`config.mk`:
```
export PLATFORM = sky130hd
export DESIGN_NAME = bit_stream_packer
export DESIGN_NICKNAME = d
export VERILOG_FILES = /design/src/rtl/bit_stream_packer.sv
export SDC_FILE = /design/constraint.sdc
export NUM_CORES = 1
export LEC_CHECK = 0
export BUFFER_PORTS_ARGS = -buffer_cell sky130_fd_sc_hd__buf_4
export CAP_MARGIN = 5
export CORE_MARGIN = 2
export CORE_UTILIZATION = 53
export DETAILED_ROUTE_END_ITERATION = 10
export GPL_ROUTABILITY_DRIVEN = 0
export PLACE_DENSITY = 0.75
export SYNTH_ARGS = -nofsm -noshare
export SYNTH_HDL_FRONTEND = slang
export SYNTH_SLANG_ARGS = --single-unit
```
`constraint.sdc`:
```
create_clock -name clk_i -period 6 [get_ports clk_i]
set_input_delay 0.9 -clock clk_i [delete_from_list [all_inputs] [get_ports clk_i]]
set_output_delay 0.9 -clock clk_i [all_outputs]
set_load 0.03 [all_outputs]
```
`src/rtl/bit_stream_packer.sv`:
```
// Serial-to-parallel packer: gathers valid-qualified bits into WIDTH-bit words,
// emitting each completed (or flushed, zero-padded) word as a one-cycle pulse.
module bit_stream_packer #(
  parameter int unsigned WIDTH     = 16,
  parameter bit          LSB_FIRST = 1'b1
) (
  input  logic                     clk_i,
  input  logic                     srst_i,
  input  logic                     data_i,
  input  logic                     data_val_i,
  input  logic                     flush_i,
  output logic [WIDTH-1:0]         data_o,
  output logic                     data_val_o,
  output logic [$clog2(WIDTH):0]   data_len_o
);

  localparam int unsigned LW = $clog2(WIDTH) + 1;

  logic [LW-1:0]    cnt;
  logic [WIDTH-1:0] word_buf;
  logic [LW-1:0]    n;
  logic [WIDTH-1:0] assembled;
  logic             emit;

  // Output position i holds bit number k of the word; it takes data_i when k == cnt.
  always_comb begin
    n         = cnt + LW'(data_val_i);
    assembled = word_buf;
    for (int unsigned i = 0; i < WIDTH; i++) begin
      if (data_val_i && (cnt == LW'(LSB_FIRST ? i : WIDTH - 1 - i)))
        assembled[i] = data_i;
    end
    emit = (n == LW'(WIDTH)) || (flush_i && (n != '0));
  end

  always_ff @(posedge clk_i) begin
    if (srst_i) begin
      cnt        <= '0;
      word_buf   <= '0;
      data_o     <= '0;
      data_len_o <= '0;
      data_val_o <= 1'b0;
    end else begin
      data_val_o <= emit;
      if (emit) begin
        data_o     <= assembled;
        data_len_o <= n;
        cnt        <= '0;
        word_buf   <= '0;
      end else begin
        cnt        <= n;
        word_buf   <= assembled;
      end
    end
  end

endmodule

```
# Yosys cells after proc, flatten, opt, wreduce, memory -nomap -nowiden

Cells that the tools add are included.

Bits in registers: 43
Memories: 0
Latch bits: 0
Memory bits (writable): 0
Memory bits (read-only): 0

Shift operators: 0
$mul: 0
Equal/unequal tests: 16
Magnitude comparators: 0
$add $sub $neg: 1
Reduce and logical (&&, ||, !) cells: 21
Muxes and demuxes: 16
Divide/modulo/power cells: 0
Bitwise gates (word level): 0

Operator list:

| operator                                            | number |
|---|---|
| equality test 5 x 4 -> 1 bit, second input constant | 8 |
| equality test 5 x 3 -> 1 bit, second input constant | 4 |
| logical AND 1 bit                                   | 17 |
| two-way mux 1 bit                                   | 16 |
| equality test 5 x 2 -> 1 bit, second input constant | 2 |
| adder 5 x 1 -> 5 bit                                | 1 |
| equality test 5 x 1 -> 1 bit, second input constant | 1 |
| equality test 5 bit, second input constant          | 1 |
| logical NOT 5 bit                                   | 1 |
| nonzero test 5 bit                                  | 1 |
| OR reduction 2 bit                                  | 1 |
| logical OR 1 bit                                    | 1 |

# Depth between registers and ports, before layout

Gate-level depths: netlist of the first run.

Depth in word-level cells: 5
Gate-level depth with buffers: 9
Mapped depth without buffers: 7

# Least setup slack after synthesis of the first run

OpenSTA, ideal clock, no wires.

Path type: input to register
Start: in data_val_i
End: reg data_o[10]
Data arrival time: 2.372 ns
Stages: 8
Required time: 5.860 ns
Library setup time: 0.140 ns
Path slack: 3.488 ns
Cells stage by stage: ha_1 -> ha_1 -> xor2_1 -> nor3_4 -> nand3_2 -> buf_2 -> a21oi_2 -> a211oi_2

Cells in the longest elaborated chain, start to end: 4

RTL lines:

| what                 | line | RTL |
|---|---|---|
| from (decl)          | 10   | `input logic data_val_i,` |
| adder 5 x 1 -> 5 bit | 27   | `n = cnt + LW'(data_val_i);` |
| nonzero test 5 bit   | 33   | `emit = (n == LW'(WIDTH)) \|\| (flush_i && (n != '0));` |
| logical AND 1 bit    | 33   |  |
| logical OR 1 bit     | 33   |  |
| to (signal assigned) | 46   | `data_o <= assembled;` |
| to (decl)            | 12   | `output logic [WIDTH-1:0] data_o,` |

Several ways; a longest one is shown, not always the timed one.
A chain may end at the register's enable or synchronous reset.

# Worst setup path after layout of the first run

Start: in data_val_i
End: reg word_buf[3]

Cells in the longest elaborated chain, start to end: 5

RTL lines:

| what                                | line | RTL |
|---|---|---|
| adder 5 x 1 -> 5 bit                | 27   |  |
| nonzero test 5 bit                  | 33   |  |
| logical AND 1 bit                   | 33   |  |
| logical OR 1 bit                    | 33   |  |
| OR reduction 2 bit (no source line) | n/a  |  |
| to (signal assigned)                | 52   | `word_buf <= assembled;` |
| to (decl)                           | 20   | `logic [WIDTH-1:0] word_buf;` |

Several ways; a longest one is shown, not always the timed one.

==> impl_metrics.json, run 1 <==
{
  "hold_viol_final": 0,
  "cts-htree-levels": 2,
  "diodes": 0,
  "multi_input_area_um2": 898,
  "cts.sinks": 43,
  "drt_wl_total_mm": 3.74,
  "grt-ovfl-total": 0,
  "antenna_found_initial": 0,
  "slowest_stage": "a21o_1",
  "ctsHoldBuffers": 0,
  "cts_tree": "built",
  "tns_ns": 0,
  "power_density_nw_per_um2": 315,
  "crit_required_ns": 6.22,
  "synth_area_per_cell_um2": 10.0,
  "fin_nets": 213,
  "r2r-start": "cnt[0]",
  "status": "finished, final reports clean",
  "dp_hpwl_mm": 2.50,
  "crit_family": "compound AO/OA/AOI/OAI gates",
  "crit_start": "data_val_i",
  "grt_pass1_wl_mm": 6.69,
  "fmax_ghz": 0.313,
  "path_cells": "buf_4, ha_1, ha_1, xor2_1, nor3_4, a21o_1, a21o_1, nor2_1",
  "slew_violations": 0,
  "path_class": "input pin to flip-flop",
  "dr.pass1.iters": 4,
  "startpoint_type": "input pin",
  "synth-edff-count": 0,
  "grt_usage_pct": 21.5,
  "timing.rr.end": "word_buf[3]",
  "maxCapViolations": 0,
  "fin_worst_skew_ns": 0.0157,
  "clockBufferDepth": 2,
  "ir_worst_vdd_uv": 218,
  "rows": 21,
  "r2r_cells": 7,
  "postRouteAntennaNets": 0,
  "clk_pin_slew_worst_paths_ns": 0.12,
  "rsz0062_at_grt": "no",
  "synth_seq_area_share_pct": 46.7,
  "num_vias": 1393,
  "numCtsBuffers": 5,
  "critPathArrivalTime_ns": 3.41,
  "core_um2": 3340,
  "worstSetupEndpoint": "word_buf[3]",
  "drc": 0,
  "slowest_delay_ns": 0.72,
  "drtIter0Drc": 89,
  "die_h_um": 63.0,
  "hold_path_class": "flip-flop to flip-flop",
  "min_period_over_period_pct": 53.3,
  "r2r_slack_ns": 3.11,
  "path_max_fanout": 21,
  "syn_to_final_growth_pct": 12.3,
  "yosys_warnings": 0,
  "worst-path-buf-inv": 1,
  "dieArea_um2": 3970,
  "nFillCells": 313,
  "io_buffers": 26,
  "start_util_pct": 55.2,
  "setup_viol": 0,
  "syn_area_um2": 1840,
  "power_leakage_nw": 0.805,
  "cts_setup_buffers": 0,
  "min_path_cells": 2,
  "cts_resized": 0,
  "synthCells": 184,
  "ys_types": 32,
  "setup.worst_path.end_class": "flip-flop",
  "root_buffer": "clkbuf_4",
  "grt_max_degree": 24,
  "grt_pass1_vias": 1421,
  "synthArstFlopShare_pct": 0,
  "io-pin-count": 27,
  "worst_pin_slew_ns": 0.928,
  "route.detailed.wl_per_inst_um": 14.8,
  "cp_num_cells": 8,
  "syn-num-nets": 191,
  "via_per_inst": 5.51,
  "fin_total_pwr_uw": 652,
  "dieWidth_um": 63.0,
  "insertion_delay_ns": 0.36,
  "synth-seq-cells": 43,
  "drive_gt1_share_pct": 27.1,
  "ff_latch_area_um2": 861,
  "slew_headroom_pct": 37.2,
  "ys.flop_type": "dfxtp_1",
  "min_period_ns": 3.20
}
[worst min path at each step]
stage                     slack, ns            end     startpoint
after floorplan                0.46    word_buf[2]    word_buf[2]
after global placement         0.47  data_len_o[2]  data_len_o[2]
after detailed placement       0.48  data_len_o[0]  data_len_o[0]
after CTS                      0.49  data_len_o[0]  data_len_o[0]
after global routing           0.51  data_len_o[0]  data_len_o[0]
final                          0.49  data_len_o[0]  data_len_o[0]
[report_power, final]
group | switching, mW | leakage (nW) | total (mW) | internal [mW]
Clock | 0.0902 | 0.0293 | 0.136 | 0.0458
Combinational | 0.125 | 0.426 | 0.193 | 0.0682
Sequential | 0.0141 | 0.350 | 0.323 | 0.309
[worst min-delay path: stages (launching register included)]
cell     delay [ns]
dfxtp_1        0.33
o21ai_0        0.06
a21oi_1        0.06
[metrics by stage]
step | instance area [µm²] | cells | util (%) | setup WS, ns | hold slack (ns)
2_1_floorplan | 1840 | 184 | - | 3.49 | 0.456
3_3_place_gp | 2020 | 245 | 60.5 | 2.58 | 0.465
3_5_place_dp | 2020 | 245 | 60.5 | 2.44 | 0.477
4_1_cts | 2070 | 253 | 62.0 | 2.83 | 0.494
5_1_grt | 2070 | 253 | 62.0 | 2.63 | 0.515
6_report | 2070 | 253 | 62.0 | 2.80 | 0.492
[registers in the layout, summed over array words and instances, names as in the netlist]
| signal | flops |
|---|---|
| data_val_o | 1 |
| data_len_o | 5 |
| word_buf | 16 |
| data_o | 16 |
| cnt | 5 |
[cell usage after synthesis, types with 2 or more instances]
library cell | n | share of area [%]
a211oi_1 | 6 | 2.4
a211oi_2 | 10 | 6.8
a21o_1 | 2 | 0.81
a21oi_1 | 13 | 3.5
a21oi_2 | 9 | 4.3
buf_6 | 4 | 2.4
clkbuf_1 | 5 | 1.0
dfxtp_1 | 43 | 47
ha_1 | 2 | 1.4
inv_1 | 2 | 0.41
mux2i_1 | 17 | 9.2
nand2_1 | 9 | 1.8
nand2b_1 | 2 | 0.68
nand3_1 | 6 | 1.6
nor2_1 | 30 | 6.1
nor2b_1 | 3 | 1.0
nor3_1 | 3 | 0.81
o21ai_0 | 3 | 0.81
xor2_1 | 2 | 0.95
[logic make-up after synthesis]
family                   synth area share (%)
multiplexers                             9.23
AND/OR/NAND/NOR                          16.7
AO/OA/AOI/OAI                            19.1
flip-flops                               46.7
XOR/XNOR                                 2.31
buffers and inverters                    4.55
adder cells (fa/ha/maj)                  1.36
[cell usage in the layout, fill, tap and decap left out, drive strengths merged, types with 2 or more instances in the layout]
cell type / n
dfxtp: 43
nor2: 31
buf: 26
a21oi: 22
mux2i: 17
a211oi: 16
nand2: 9
nand3: 7
clkbuf: 7
nor3: 4
nor2b: 3
o21ai: 3
xor2: 3
inv: 2
a21o: 2
nand2b: 2
ha: 2
[metal layers]
| layer | wire [µm] | global-route usage, % | vias to the layer above |
|---|---|---|---|
| met5 | 0 | 0 | - |
| met4 | 68 | 9.17 | 0 |
| met3 | 208 | 5.95 | 6 |
| met2 | 1870 | 36.4 | 34 |
| met1 | 1590 | 25.4 | 663 |
| li1 | - | - | 690 |
[area by class of cell]
type                            count  share of cell area (%)
Clock buffer                        7                    2.18
Clock inverter                      1                   0.242
Inverter                            2                   0.363
Multi-Input combinational cell    128                    43.4
Sequential cell                    43                    41.6
Tap cell                           46                    2.78
Timing Repair Buffer               26                    9.43
Note: power is estimated with default switching activity, not from simulation.
==> inputs of run 2 (changes only) <==
Settings changed: ABC_AREA set to 1, CORE_UTILIZATION 53 to 51.
Clock period 6 ns to 2.7 ns, I/O delays scaled along.
==> run 2 against run 1 <==
Against the previous run: total power up 94%; non-clock buffer count up 2; setup slack worse by 2.2 ns; first-iteration DRC count up 31%; sequential share of layout area down 3.5 points; critical endpoint is now data_len_o[1]; cell count up 28%; register-to-register slack worse by 2.5 ns.
==> impl_metrics.json, run 2 <==
{
  "ctsHoldBuffers": 0,
  "postRouteAntennaNets": 0,
  "synth-edff-count": 0,
  "io_buffers": 26,
  "drtIter0Drc": 117,
  "synth_seq_area_share_pct": 43.8,
  "grt_pass1_vias": 1492,
  "ff_latch_area_um2": 861,
  "dieWidth_um": 66.1,
  "min_period_over_period_pct": 78.1,
  "insertion_delay_ns": 0.29,
  "grt_usage_pct": 20.8,
  "dp_cells": 316,
  "fin_total_pwr_mw": 1.27,
  "rsz0062_at_grt": "no",
  "clockBufferDepth": 2,
  "slowest_delay_ns": 0.34,
  "rows": 22,
  "whs_ns": 0.281,
  "ys_types": 21,
  "slew_violations": 0,
  "hold_path_class": "input pin to flip-flop",
  "startpoint_type": "flip-flop",
  "crit_required_ns": 2.89,
  "postLayoutCoreUtil_pct": 61.3,
  "tns_ns": 0,
  "power_density_nw_per_um2": 561,
  "core_um2": 3690,
  "num_vias": 1635,
  "synth_most_common_cell": "nand2_1",
  "path_cells": "ha_1, ha_1, inv_1, nand2_1, nor2_8, nand2_4, nand2_8, nand2_2, nand3_1, nand2_1",
  "synthArstFlopShare_pct": 0,
  "slew_headroom_pct": 68.3,
  "root_buffer": "clkbuf_8",
  "ir_worst_vdd_uv": 254,
  "min_period_ns": 2.11,
  "synth_top_area_share_pct": 43.8,
  "nFillCells": 361,
  "post_dp_cell_area_um2": 2160,
  "synth_common_cells": "64 x nand2_1, 43 x dfxtp_1, 29 x inv_1",
  "syn_to_final_growth_pct": 15.1,
  "die_h_um": 66.1,
  "drive_gt1_share_pct": 20.0,
  "start_util_pct": 53.3,
  "io-pin-count": 27,
  "final_cell_mix": "64 x nand2_1, 43 x dfxtp_1, 29 x inv_1",
  "layout_commonest_cell": "nand2_1",
  "syn_area_um2": 1960,
  "reg_top3": "data_o: 16 flops, word_buf: 16 flops",
  "fin_worst_skew_ns": 0.00382,
  "cts.sinks": 43,
  "synth_area_leaders": "dfxtp_1 44%, nand2_1 12%, nand4_1 8.0%",
  "critPathArrivalTime_ns": 2.30,
  "grt_max_degree": 30,
  "cts_setup_buffers": 0,
  "fin_ws_ns": 0.591,
  "drc": 0,
  "dieArea_um2": 4360,
  "cts_tree": "built",
  "diodes": 0,
  "ys.flop_type": "dfxtp_1",
  "setup_viol": 0,
  "route.detailed.wl_per_inst_um": 12.1,
  "grt_pass1_wl_mm": 6.93,
  "status": "finished, final reports clean",
  "fin_area_um2": 2260,
  "stdcell_count": 323,
  "drt_wl_total_mm": 3.92,
  "pre_cts_ws_ns": 0.403,
  "multi_input_area_um2": 911,
  "synthCells": 253,
  "yosys.area.top_type": "dfxtp_1",
  "clk_pin_slew_worst_paths_ns": 0.07,
  "cts-htree-levels": 2,
  "synth_area_per_cell_um2": 7.76,
  "setup.worst_path.end_class": "flip-flop",
  "syn-num-nets": 260,
  "worst_pin_slew_ns": 0.475,
  "numCtsBuffers": 5,
  "antenna_found_initial": 0,
  "path_class": "flip-flop to flip-flop",
  "via_per_inst": 5.06,
  "dp_hpwl_mm": 2.77,
  "fin_nets": 282,
  "maxCapViolations": 0,
  "cts_resized": 0,
  "path_max_fanout": 26,
  "fmax_ghz": 0.474,
  "hold_viol_final": 0,
  "grt-ovfl-total": 0,
  "slowest_stage": "dfxtp_1",
  "dr.pass1.iters": 4,
  "yosys_warnings": 0,
  "power_leakage_nw": 0.959,
  "synth-seq-cells": 43
}
run 2: critical path, delay by kind of cell, from the launching register on:
kind | cells | cell delay [ns]
buf+inv | 1 | 0.07
flops | 1 | 0.34
simple gates | 7 | 1.05
fa+ha+maj | 2 | 0.52
run 2: cell type report:
cell class | count | share of cell area, %
timing repair buffer | 28 | 9.30
clock inverter | 1 | 1.33
tap | 48 | 2.66
inverter | 31 | 5.15
sequential | 43 | 38.1
multi-input combinational | 166 | 40.3
clock buffer | 6 | 3.21
run 2: logic make-up (layout without fill, tap and decap cells):
family	count (synthesis)	in the layout	share of synthesized area (%)
simple gates	147	147	40.8
buf+inv	44	66	9.81
flops	43	43	43.8
compound gates	17	17	4.33
fa+ha+maj	2	2	1.27
run 2: worst paths after layout:
kind | endpoint | from | cells past startpoint | slack (ns)
min reg2reg | data_o[14] | data_o[14] | 2 | 0.48
min | data_val_o | srst_i | 2 | 0.28
max | data_len_o[1] | cnt[0] | 10 | 0.59
max reg2reg | data_len_o[1] | cnt[0] | 10 | 0.59
run 2: routing by layer:
layer,vias up,global-route usage [%],part of all wire [%]
li1,860,-,-
met1,740,28.6,50
met5,-,0,0
met3,9,5.62,3.4
met2,26,31.6,45
met4,0,7.14,1.8
run 2: power breakdown:
group          switching (mW)  internal, mW
logic                   0.106        0.0393
clock network           0.204         0.271
registers             0.00561         0.643
==> inputs of run 3 (changes only) <==
Clock period 2.7 ns to 1.7 ns, I/O delays scaled along.
==> run 3 against run 2 <==
Against the previous run: cell count rose by 6.2%; count of clock-buffer cells in the layout rose by 1; non-clock buffer count rose by 18; utilization rose by 8.8 points; via count rose by 7.1%; clock power rose by 32%; total power rose by 61%; hold slack got worse by 0.15 ns; sequential power rose by 59%; setup slack got worse by 0.57 ns; critical path depth did not move; first-iteration DRC count rose by 12%; largest cell class unchanged.
==> impl_metrics.json, run 3 (synthesized netlist as in run 2, its figures left out) <==
{
  "dieWidth_um": 66.1,
  "slew_headroom_pct": 69.7,
  "r2r-start": "cnt[0]",
  "drc": 0,
  "hp-start": "srst_i",
  "hold_path_class": "input pin to flip-flop",
  "fin_total_pwr_mw": 2.04,
  "power_density_nw_per_um2": 790,
  "min_path_cells": 2,
  "hold_viol_final": 0,
  "grt_usage_pct": 22.6,
  "fin_nets": 301,
  "grt_pass1_vias": 1620,
  "syn_to_final_growth_pct": 31.5,
  "maxCapViolations": 0,
  "drive_gt1_share_pct": 30.5,
  "num_vias": 1751,
  "startpoint_type": "flip-flop",
  "start_util_pct": 53.3,
  "critPathArrivalTime_ns": 1.92,
  "cts_tree": "built",
  "grt-ovfl-total": 0,
  "path_class": "flip-flop to flip-flop",
  "diodes": 0,
  "setup_viol": 0,
  "route.detailed.wl_per_inst_um": 13.4,
  "worst_pin_slew_ns": 0.454,
  "seqPwrFrac_pct": 50.5,
  "drt_wl_total_mm": 4.60,
  "die_h_um": 66.1,
  "r2r_cells": 10,
  "p_sw_share_pct": 28.0,
  "rows": 22,
  "cts-htree-levels": 2,
  "fmax_ghz": 0.595,
  "ir_worst_vdd_uv": 363,
  "whs_endpoint": "data_val_o",
  "min_period_over_period_pct": 98.9,
  "min_period_ns": 1.68,
  "power_leakage_nw": 1.09,
  "ctsHoldBuffers": 0,
  "timing.rr.end": "word_buf[1]",
  "io-pin-count": 27,
  "r2r_slack_ns": 0.02,
  "postLayoutCoreUtil_pct": 70.0,
  "final_cell_mix": "62 x nand2_1, 42 x dfxtp_1, 38 x buf_4",
  "grt_pass1_wl_mm": 7.56,
  "fin_worst_skew_ns": 0.00704,
  "insertion_delay_ns": 0.29,
  "rsz0062_at_grt": "yes",
  "root_buffer": "clkbuf_8",
  "drtIter0Drc": 131,
  "nFillCells": 283,
  "antenna_found_initial": 0,
  "path_max_fanout": 5,
  "clkPwrFrac_pct": 30.8,
  "tns_ns": 0,
  "cts.sinks": 43,
  "io_buffers": 26,
  "grt_max_degree": 26,
  "crit_required_ns": 1.94,
  "core_um2": 3690,
  "status": "finished, final reports clean",
  "intPower_mw": 1.47,
  "dieArea_um2": 4360,
  "numCtsBuffers": 5,
  "dr.pass1.iters": 4,
  "p_sw_uw": 572,
  "combinationalPowerShare_pct": 18.7,
  "slew_violations": 0,
  "clockBufferDepth": 2,
  "via_per_inst": 5.10,
  "whs_ns": 0.130,
  "dp_hpwl_mm": 2.83,
  "setup.worst_path.end_class": "flip-flop",
  "reg_top3": "data_o: 16 flops, word_buf: 16 flops",
  "clk_pin_slew_worst_paths_ns": 0.08,
  "layout_commonest_cell": "nand2_1",
  "postRouteAntennaNets": 0
}
run 3: stage by stage:
| stage | setup WS [ns] | cell area, µm² | instances |
|---|---|---|---|
| CTS | 0.0335 | 2510 | 342 |
| detailed placement | -0.257 | 2280 | 329 |
| floorplan | 0.00800 | 1970 | 253 |
| global route | -0.0431 | 2580 | 343 |
| global placement | -0.189 | 2280 | 329 |
| finish | 0.0193 | 2580 | 343 |
run 3: timing repair:
item                                    in CTS  in global routing
gates resized for setup                     13                 21
setup buffers                                3                  1
endpoints found under the setup margin      32                 40
cloned                                       3                  1
pin swaps                                    3                  3
run 3: power by group through the flow:
stage	registers [mW]	clock network (mW)	logic (mW)
after floorplan	1.07	0	0.184
after global placement	1.05	0	0.275
after detailed placement	1.05	0	0.277
after CTS	1.03	0.632	0.350
after global routing	1.03	0.681	0.405
final	1.03	0.629	0.382
run 3: layout make-up:
type                    count  area [µm²]  area share (%)
clock buffers               7        76.3            2.95
inverters                  31         119            4.60
multi-input cells         167        1010            39.1
flip-flops and latches     43         862            33.4
well taps                  48        60.1            2.32
clock inverters             1        5.00           0.194
repair buffers             46         450            17.4
run 3: critical path, cell delays in order (launching register included):
cell and delay (ns):
dfxtp_2 0.34, ha_4 0.16, ha_4 0.22, inv_4 0.06, nand2_4 0.06, nor2_8 0.14
nand2_4 0.08, nand2_8 0.08, nand3_4 0.17, buf_16 0.22, nor2_1 0.08
run 3: worst max path at each step:
| stage | from | to | slack, ns |
|---|---|---|---|
| floorplan | cnt[0] | data_len_o[3] | 0.008 |
| global placement | data_val_i | data_len_o[1] | -0.19 |
| detailed placement | data_val_i | data_o[5] | -0.26 |
| CTS | cnt[0] | cnt[2] | 0.03 |
| global route | cnt[0] | word_buf[1] | -0.04 |
| finish | cnt[0] | word_buf[1] | 0.02 |
run 3: per-layer routing:
metal	vias to the layer above	part of all wire, %	GRT usage (%)
li1	904	-	-
met4	0	1.8	8.67
met3	9	4.0	3.41
met1	801	45	29.9
met5	-	0	0
met2	37	49	37.0
